<file path="config.mk">
export PLATFORM = sky130hd
export DESIGN_NAME = npcnn_relu_pool
export DESIGN_NICKNAME = d
export VERILOG_FILES = /design/src/rtl/npcnn_pkg.sv /design/src/rtl/npcnn_requant.sv /design/src/rtl/npcnn_relu_pool.sv
export SDC_FILE = /design/constraint.sdc
export NUM_CORES = 1
export LEC_CHECK = 0
export CAP_MARGIN = 20
export CORE_ASPECT_RATIO = 1.5
export CORE_MARGIN = 2
export CORE_UTILIZATION = 40
export CTS_CLUSTER_DIAMETER = 30
export CTS_CLUSTER_SIZE = 20
export DETAILED_ROUTE_END_ITERATION = 8
export PLACE_DENSITY = 0.69
export SYNTH_ARGS = -nofsm -noshare
export SYNTH_HDL_FRONTEND = slang
export SYNTH_SLANG_ARGS = --single-unit
</file>
<file path="constraint.sdc">
create_clock -name clk -period 3.4 [get_ports clk]
set_clock_uncertainty 0.15 [all_clocks]
set_input_delay 0.68 -clock clk [delete_from_list [all_inputs] [get_ports clk]]
set_output_delay 0.68 -clock clk [all_outputs]
set_load 0.05 [all_outputs]
</file>
<file path="src/rtl/npcnn_pkg.sv">
// Shared definitions for the npcnn convolution core and its post-processing stages.
// Holds the frame state encoding, the default layer geometry and a constant
// log2 helper for sizing counters.
package npcnn_pkg;

    typedef enum logic [1:0] {
        IDLE = 2'd0,
        RUN  = 2'd1,
        DONE = 2'd2
    } state_t;

    localparam int OS_DEFAULT    = 4;
    localparam int POOL_DEFAULT  = 2;
    localparam int IN_W_DEFAULT  = 20;
    localparam int OUT_W_DEFAULT = 8;
    localparam int SHIFT_DEFAULT = 8;

    // Ceiling log2. Returns 0 for values of 0 or 1, so callers clamp to 1 bit.
    function automatic int clog2(input int value);
        int result;
        int v;
        result = 0;
        v = value - 1;
        while (v > 0) begin
            result = result + 1;
            v = v >> 1;
        end
        return result;
    endfunction

endpackage

</file>
<file path="src/rtl/npcnn_requant.sv">
// Requantizer: non-negative (ReLU'd) value -> right shift -> saturate to an
// unsigned OUT_W-bit activation. Purely combinational.
// Build option: define NPPOOL_ROUND_EN to add round-half-up before the shift.
module npcnn_requant
    import npcnn_pkg::*;
#(
    parameter int IN_W  = IN_W_DEFAULT,
    parameter int OUT_W = OUT_W_DEFAULT,
    parameter int SHIFT = SHIFT_DEFAULT
) (
    input  logic [IN_W-2:0]  din,
    output logic [OUT_W-1:0] dout
);

    localparam logic [IN_W-1:0] LIMIT = {{(IN_W-OUT_W){1'b0}}, {OUT_W{1'b1}}};
`ifdef NPPOOL_ROUND_EN
    localparam logic [IN_W-1:0] HALF = IN_W'(1) << (SHIFT - 1);
`endif

    logic [IN_W-1:0] biased;
    logic [IN_W-1:0] shifted;

    // The input is only IN_W-1 bits wide, so the rounding add on IN_W bits cannot overflow.
    always_comb begin
`ifdef NPPOOL_ROUND_EN
        biased = {1'b0, din} + HALF;
`else
        biased = {1'b0, din};
`endif
        shifted = biased >> SHIFT;
        dout    = (shifted > LIMIT) ? {OUT_W{1'b1}} : shifted[OUT_W-1:0];
    end

endmodule

</file>
<file path="src/rtl/npcnn_relu_pool.sv">
// ReLU + non-overlapping POOL x POOL max pooling + requantization of one
// OS x OS raster-ordered convolution map. One registered output strobe per
// completed window, one cycle after the window's last beat.
// Build option: NPPOOL_ROUND_EN selects round-half-up in the requantizer.
module npcnn_relu_pool
    import npcnn_pkg::*;
#(
    parameter int OS    = OS_DEFAULT,
    parameter int POOL  = POOL_DEFAULT,
    parameter int IN_W  = IN_W_DEFAULT,
    parameter int OUT_W = OUT_W_DEFAULT,
    parameter int SHIFT = SHIFT_DEFAULT
) (
    input  logic             clk,
    input  logic             reset,
    input  logic             go,
    input  logic [IN_W-1:0]  in_data,
    input  logic             in_valid,
    output logic [OUT_W-1:0] out_data,
    output logic             out_valid,
    output logic             out_last,
    output logic             busy,
    output logic             done
);

    localparam int NB   = OS / POOL;
    localparam int SPAN = NB * POOL;
    localparam int CW   = (clog2(OS) > 0) ? clog2(OS) : 1;
    localparam int IW   = (clog2(NB) > 0) ? clog2(NB) : 1;
    localparam int RW   = IN_W - 1;

    generate
        if (OS < POOL) begin : g_bad_geometry
            $error("npcnn_relu_pool: OS must be >= POOL");
        end
        if (SHIFT < 1 || SHIFT >= IN_W) begin : g_bad_shift
            $error("npcnn_relu_pool: SHIFT must satisfy 1 <= SHIFT < IN_W");
        end
        if (OUT_W >= IN_W) begin : g_bad_width
            $error("npcnn_relu_pool: OUT_W must be narrower than IN_W");
        end
    endgenerate

    state_t        state;
    state_t        state_next;
    logic [CW-1:0] col;
    logic [CW-1:0] row;
    logic [RW-1:0] rowbuf [NB];

    int            col_i;
    int            row_i;
    logic          accept;
    logic          start;
    logic          in_range;
    logic          win_first;
    logic          win_last;
    logic          frame_last;
    logic [IW-1:0] idx;
    logic [RW-1:0] relu;
    logic [RW-1:0] win_max;
    logic [OUT_W-1:0] quant;

    assign col_i  = int'(col);
    assign row_i  = int'(row);
    assign accept = (state == RUN) && in_valid;
    assign start  = (state != RUN) && go;
    assign busy   = (state == RUN);

    // Window decode for the current beat and the running max including it.
    always_comb begin
        relu       = in_data[IN_W-1] ? '0 : in_data[RW-1:0];
        in_range   = (col_i < SPAN) && (row_i < SPAN);
        win_first  = ((col_i % POOL) == 0) && ((row_i % POOL) == 0);
        win_last   = in_range && ((col_i % POOL) == POOL - 1) && ((row_i % POOL) == POOL - 1);
        frame_last = win_last && ((col_i / POOL) == NB - 1) && ((row_i / POOL) == NB - 1);
        idx        = in_range ? IW'(col_i / POOL) : '0;
        win_max    = (win_first || (relu > rowbuf[idx])) ? relu : rowbuf[idx];
    end

    npcnn_requant #(
        .IN_W  (IN_W),
        .OUT_W (OUT_W),
        .SHIFT (SHIFT)
    ) u_requant (
        .din  (win_max),
        .dout (quant)
    );

    // Frame state register.
    always_ff @(posedge clk or negedge reset) begin
        if (!reset) begin
            state <= IDLE;
        end else begin
            state <= state_next;
        end
    end

    // Frame sequencing: the beat completing the last window ends the frame.
    always_comb begin
        state_next = state;
        case (state)
            IDLE:    if (go) state_next = RUN;
            RUN:     if (accept && frame_last) state_next = DONE;
            DONE:    if (go) state_next = RUN;
            default: state_next = IDLE;
        endcase
    end

    // Raster position of the next beat; restarts on every accepted go.
    always_ff @(posedge clk or negedge reset) begin
        if (!reset) begin
            col <= '0;
            row <= '0;
        end else if (start) begin
            col <= '0;
            row <= '0;
        end else if (accept) begin
            if (col == CW'(OS - 1)) begin
                col <= '0;
                row <= (row == CW'(OS - 1)) ? '0 : row + CW'(1);
            end else begin
                col <= col + CW'(1);
            end
        end
    end

    // Per-column-window partial maxima; beats outside the pooled area are dropped.
    always_ff @(posedge clk or negedge reset) begin
        if (!reset) begin
            for (int i = 0; i < NB; i++) begin
                rowbuf[i] <= '0;
            end
        end else if (accept && in_range) begin
            rowbuf[idx] <= win_max;
        end
    end

    // Registered output strobe, frame-end flag and done level.
    always_ff @(posedge clk or negedge reset) begin
        if (!reset) begin
            out_data  <= '0;
            out_valid <= 1'b0;
            out_last  <= 1'b0;
            done      <= 1'b0;
        end else begin
            out_valid <= accept && win_last;
            out_last  <= accept && frame_last;
            if (accept && win_last) begin
                out_data <= quant;
            end
            done <= (state == DONE) && !go;
        end
    end

endmodule

</file>
==> results_dict.tcl <==
set metrics [dict create \
    ys.flop_type "dfrtp_1" \
    die_area_um2 8470 \
    pre_cts_slack_ns -0.254 \
    antenna_found_initial 0 \
    portBuffers 35 \
    die_h_um 112 \
    htree_levels 2 \
    p_comb_share_pct 51.4 \
    grt_max_degree 36 \
    post-synth-top-area-cell "dfrtp_1" \
    switching_share_pct 36.8 \
    synth_cells 251 \
    setup.worst_path.end_class "register" \
    setup_viol 0 \
    synth_nets 296 \
    layoutNonFillerInstCount 430 \
    yosysSeqAreaShare_pct 44.5 \
    crit_start "col[1]" \
    synth_top_cell_area_share_pct 44.5 \
    leakagePower_nw 1.91 \
    worst_slew_pin_slew_ns 0.528 \
    clockBufferDepth 2 \
    period_share_pct 93.7 \
    post_drt_via_cell_ratio 5.19 \
    maxSlewViolCount 0 \
    dieWidth_um 75.8 \
    status "finished, final reports clean" \
    synth-compound-area-share_pct 7.72 \
    drv_cap 0 \
    yosysUniqueCellTypes 38 \
    start_kind "register" \
    r2r-start "col[1]" \
    synthAdderAreaFrac_pct 8.49 \
    cp.arrival_ns 3.22 \
    design.core.area_um2 7560 \
    drt_wl_total_mm 7.09 \
    synth_top_family_by_area "multiplexers" \
    synth_area_leaders "dfrtp_1 (44%), mux2_4 (9.7%), ha_1 (8.5%), mux2_2 (6.9%), mux2i_1 (6.1%)" \
    yosys_warnings 0 \
    globalRouteTotalUtil_pct 17.4 \
    max-slew-margin-rel_pct 64.8 \
    cts_made_buffers 5 \
    clkSinkCount 55 \
    worstPathRequired_ns 3.43 \
    postRouteAntennaNets 0 \
    worst_r2r_endpoint "rowbuf[29]" \
    antennaDiodeCount 0 \
    worstPathMaxFanout 17 \
    synthTopCellsByCount "dfrtp_1 (55), ha_1 (21), nor2b_1 (21)" \
    final_hold_viol_count 0 \
    peakVddDrop_v 0.000380 \
    yosys.area_share.simple_pct 14.2 \
    synth.avg_cell_area_um2 12.3 \
    gp_congestion 0.736 \
    p_per_area_nw_per_um2 850 \
    grt_pass1_wl_mm 11.3 \
    drt_iter0_drc 121 \
    min_path_type "in2async" \
    timing.hold.ws_ns 0.202 \
    netlist_area_um2 3090 \
    dp_cells 413 \
    synthMuxAreaShare_pct 22.8 \
    drive_above_1_share_pct 30.8 \
    root_buffer "clkbuf_16" \
    synth-edff-count 0 \
    async_flop_share_pct 100 \
    internal-power_w 0.00221 \
    r2r_slack_ns 0.22 \
    fin_nets 372 \
    grt_pass1_vias 2337 \
    wl_per_cell_um 16.5 \
    fmax_mhz 314 \
    setup_slack_ns 0.216 \
    rsz0062_at_grt "false" \
    seq_power_share_pct 31.1 \
    vias 2232 \
    criticalPathCategory "reg2reg" \
    area_growth_pct 32.6 \
    ios 36 \
    drc 0 \
    synth_xor_area_share_pct 0 \
    rr_worst_depth 11 \
    dr.pass1.iters 4 \
    cts.reportedPaths.clkPinSlew_ns 0.08 \
    total_power_w 0.00349 \
    num_rows 39 \
    cts_tree "done" \
    p_switching_w 0.00128 \
    start_util_pct 40.9 \
    clk_latency_ns 0.30 \
    yosysMostFrequentCell "dfrtp_1" \
    power_frac_clock_pct 17.5 \
    layout_min_cycle_time_ns 3.18 \
    ys_ff_latch 55 \
    overflow 0 \
    detailed_place_hpwl_mm 4.99 \
]
[per-stage QoR]
step / cell area, um2 / util (%) / setup TNS [ns]
after floorplan: 3090 / - / 0
after CTS: 3990 / 52.8 / 0
after global routing: 4100 / 54.3 / 0
after global placement: 3820 / 50.5 / -9.42
after detailed placement: 3820 / 50.5 / -10.03
final: 4100 / 54.3 / 0
[critical path, stage by stage (launching register included)]
cell and delay (ns):
dfrtp_1 0.33, buf_4 0.30, buf_4 0.24, mux2i_1 0.10, ha_1 0.31, nand4_1 0.16
nor4_4 0.36, o21ai_2 0.10, and3_4 0.20, a31oi_4 0.29, buf_12 0.18, mux2_2 0.33
[cell usage in the layout, fill, tap and decap left out, types with 8 or more instances in the layout]
master / instances
dfrtp_1: 55
clkdlybuf4s50_1: 33
buf_4: 32
nor2b_1: 21
ha_1: 21
mux2_4: 20
mux2i_1: 19
mux2_2: 19
nor2_1: 17
nand2_1: 14
a221oi_1: 8
[flip-flops by register name, summed over array words and instances, names as in the netlist]
name,cells
out_valid,1
out_last,1
out_data,8
state,2
row,2
done,1
rowbuf,38
col,2
[final cells by class]
class                           instances  area (um2)
Clock buffer                            6         139
Multi-Input combinational cell        186        1660
Fill cell                             654        3460
Clock inverter                          2        35.0
Timing Repair Buffer                   76         759
Sequential cell                        55        1380
Tap cell                              102         128
Inverter                                3        11.3
[metal layers]
layer | share of wire (%) | up-vias | global-route usage (%)
met4 | 2.4 | 0 | 6.20
met5 | 0 | - | 0
met1 | 41 | 1120 | 22.0
met3 | 2.5 | 13 | 3.44
li1 | - | 1071 | -
met2 | 54 | 28 | 28.7
[how the worst max path moves through the flow]
| stage | to | slack [ns] | depth (start not counted) |
|---|---|---|---|
| final | rowbuf[29] | 0.22 | 11 |
| after detailed placement | rowbuf[28] | -0.25 | 11 |
| after global placement | rowbuf[30] | -0.25 | 11 |
| after CTS | rowbuf[28] | 0.06 | 11 |
| after floorplan | rowbuf[10] | 0.21 | 10 |
| after global routing | rowbuf[22] | 0.06 | 11 |
[power groups by stage]
stage	combinational, W	clock (W)	sequential (W)
after global routing	0.00195	0.000643	0.00112
after detailed placement	0.00173	0	0.00109
after floorplan	0.00108	0	0.00121
after global placement	0.00169	0	0.00108
final	0.00179	0.000609	0.00109
after CTS	0.00174	0.000622	0.00108
[cells by family after synthesis]
logic type / Yosys count
DFF: 55
and+or+nand+nor: 78
adders and majority gates: 21
AOI/OAI and AO/OA: 29
buffers and inverters: 10
muxes: 58
[what timing repair did]
item | CTS | global route
gates resized for setup | 0 | 7
endpoints found under the setup margin | 0 | 26
hold buffers | 0 | 0
buffers inserted | 0 | 8
(Power assumes the default switching activity.)
==> patch (same flow settings) <==
The output `out_last` loses its register stage (`out_last` becomes a continuous assignment).
--- a/src/rtl/npcnn_relu_pool.sv
+++ b/src/rtl/npcnn_relu_pool.sv
@@ -140,11 +140,9 @@
         if (!reset) begin
             out_data  <= '0;
             out_valid <= 1'b0;
-            out_last  <= 1'b0;
             done      <= 1'b0;
         end else begin
             out_valid <= accept && win_last;
-            out_last  <= accept && frame_last;
             if (accept && win_last) begin
                 out_data <= quant;
             end
@@ -152,5 +150,7 @@
         end
     end
 
+    assign out_last = accept && frame_last;
+
 endmodule
 
Formal check against the unedited RTL: no difference found for any inputs over 10 cycles, from zero or initial values and one cycle with reset low; that may be too few to reach the edited logic, so the function may still have changed.
==> patch against the original RTL <==
Routed wire length down 11%; sequential cell count down 1; register-to-register slack better by 0.22 ns; cell area down 8.7%; first-iteration DRC count down 39%; worst setup slack worse by 0.089 ns; highest routed layer unchanged; total power down 12%; global-route usage down 0.36 points; combinational power down 9%; synthesized area down 3.5%; count of clock-buffer cells in the layout up 1.
==> patch: results <==
INSERT INTO impl_metrics (metric_group, metric, value, unit) VALUES
('outcome', 'run_status', 'completed', ''),
('setup_path', 'reg2reg_depth', '10', ''),
('global_route', 'grt_start_max_net_pins', '31', ''),
('power_and_ir_drop', 'maximum_resistive_drop_on_vdd', '0.000383', 'V'),
('placed_design', 'placed_standard_cell_area', '0.00364', 'sq mm'),
('global_route', 'wire_length_of_the_first_global_routing_pass', '10600', 'um'),
('setup_path', 'worst-setup-path-type', 'in2reg', ''),
('clock_tree', 'worstSkewPairLatency', '0.32', 'ns'),
('timing', 'max_freq', '0.305', 'GHz'),
('clock_tree', 'clock-root-buffer', 'clkbuf_8', ''),
('cells_and_area', 'finalNetCount', '360', ''),
('timing', 'final_hold_slack', '0.248', 'ns'),
('routing', 'detail_route.iter0.violations', '74', ''),
('global_route', 'vias_in_the_first_global_route', '2301', ''),
('synthesis', 'synth.net_count', '297', ''),
('setup_path', 'critical_path.max_fanout', '19', ''),
('setup_path', 'cp.arrival', '3.32', 'ns'),
('synthesis', 'netlist_top_cells_count', 'dfrtp_1 (54), mux2_2 (28), ha_1 (21), nor2_1 (21), nor2b_1 (20)', ''),
('placed_design', 'gp_routability_congestion', '0.773', ''),
('power_and_ir_drop', 'netSwitchingFraction', '38.9', '%');
## patch: cell types whose count changed after synthesis, sizes merged, moves of 2 or more
cell	delta
a21oi	+3
o21ai	+2
nor2	+3
and4	-2
a31oi	-2
## patch: per-stage QoR
step                      total power, W  std cells
after global routing             0.00328        416
final                            0.00305        416
after CTS                        0.00306        415
after floorplan                  0.00222        252
after global placement           0.00264        407
after detailed placement         0.00268        407
## patch: final cells by class
class                   count  area [sq um]
well taps                 100           125
inverters                   4          15.0
multi-input cells         185          1560
clock inverters             1          5.00
clock buffers               7          86.3
repair buffers             65           609
fillers                   672          3480
flip-flops and latches     54          1350
## patch: worst min path at each step
stage,from,end,slack (ns),cells past startpoint
after global placement,state[0]$_DFFE_PN0P_,done$_DFF_PN0_,0.30,1
after CTS,reset,rowbuf[20]$_DFFE_PN0P_,0.27,1
final,reset,state[0]$_DFFE_PN0P_,0.25,1
after floorplan,reset,col[0]$_DFFE_PN0P_,0.23,0
after detailed placement,state[0]$_DFFE_PN0P_,done$_DFF_PN0_,0.31,1
after global routing,reset,done$_DFF_PN0_,0.30,1
## patch: critical path: stages
cell             delay (ns)
clkdlybuf4s50_1        0.45
buf_12                 0.17
nor2b_1                0.18
ha_1                   0.30
a21oi_2                0.15
o21ai_1                0.08
a221oi_2               0.30
nand3_2                0.20
o211ai_4               0.27
buf_12                 0.19
mux2_2                 0.34
## patch: power groups by stage
stage          logic, W  registers (W)  clock network, W
2_1_floorplan   0.00103        0.00119                 0
3_3_place_gp    0.00158        0.00106                 0
5_1_grt         0.00177        0.00110          0.000411
3_5_place_dp    0.00160        0.00108                 0
6_report        0.00162        0.00106          0.000376
4_1_cts         0.00161        0.00106          0.000386
## patch: what timing repair did
item                                   CTS  global route
setup endpoints to repair                0            18
setup buffers                            0             1
endpoints found under the hold margin    0             0
gates resized for setup                  0             2
## patch: per-layer routing
layer	up-vias	part of all wire, %	track usage [%]
met3	7	3.0	2.75
met2	39	54	31.0
met4	0	1.6	5.61
met5	-	0	0
li1	1035	-	-
met1	1065	42	19.9
## patch: kinds of logic (layout without fill, tap and decap cells)
kind of cell / after synthesis / after routing / synth area share [%]
mux: 58 / 58 / 22.3
fa+ha+maj: 21 / 21 / 8.80
simple gates: 75 / 75 / 12.6
compound gates: 31 / 31 / 8.21
buf+inv: 13 / 77 / 2.81
flops: 54 / 54 / 45.2
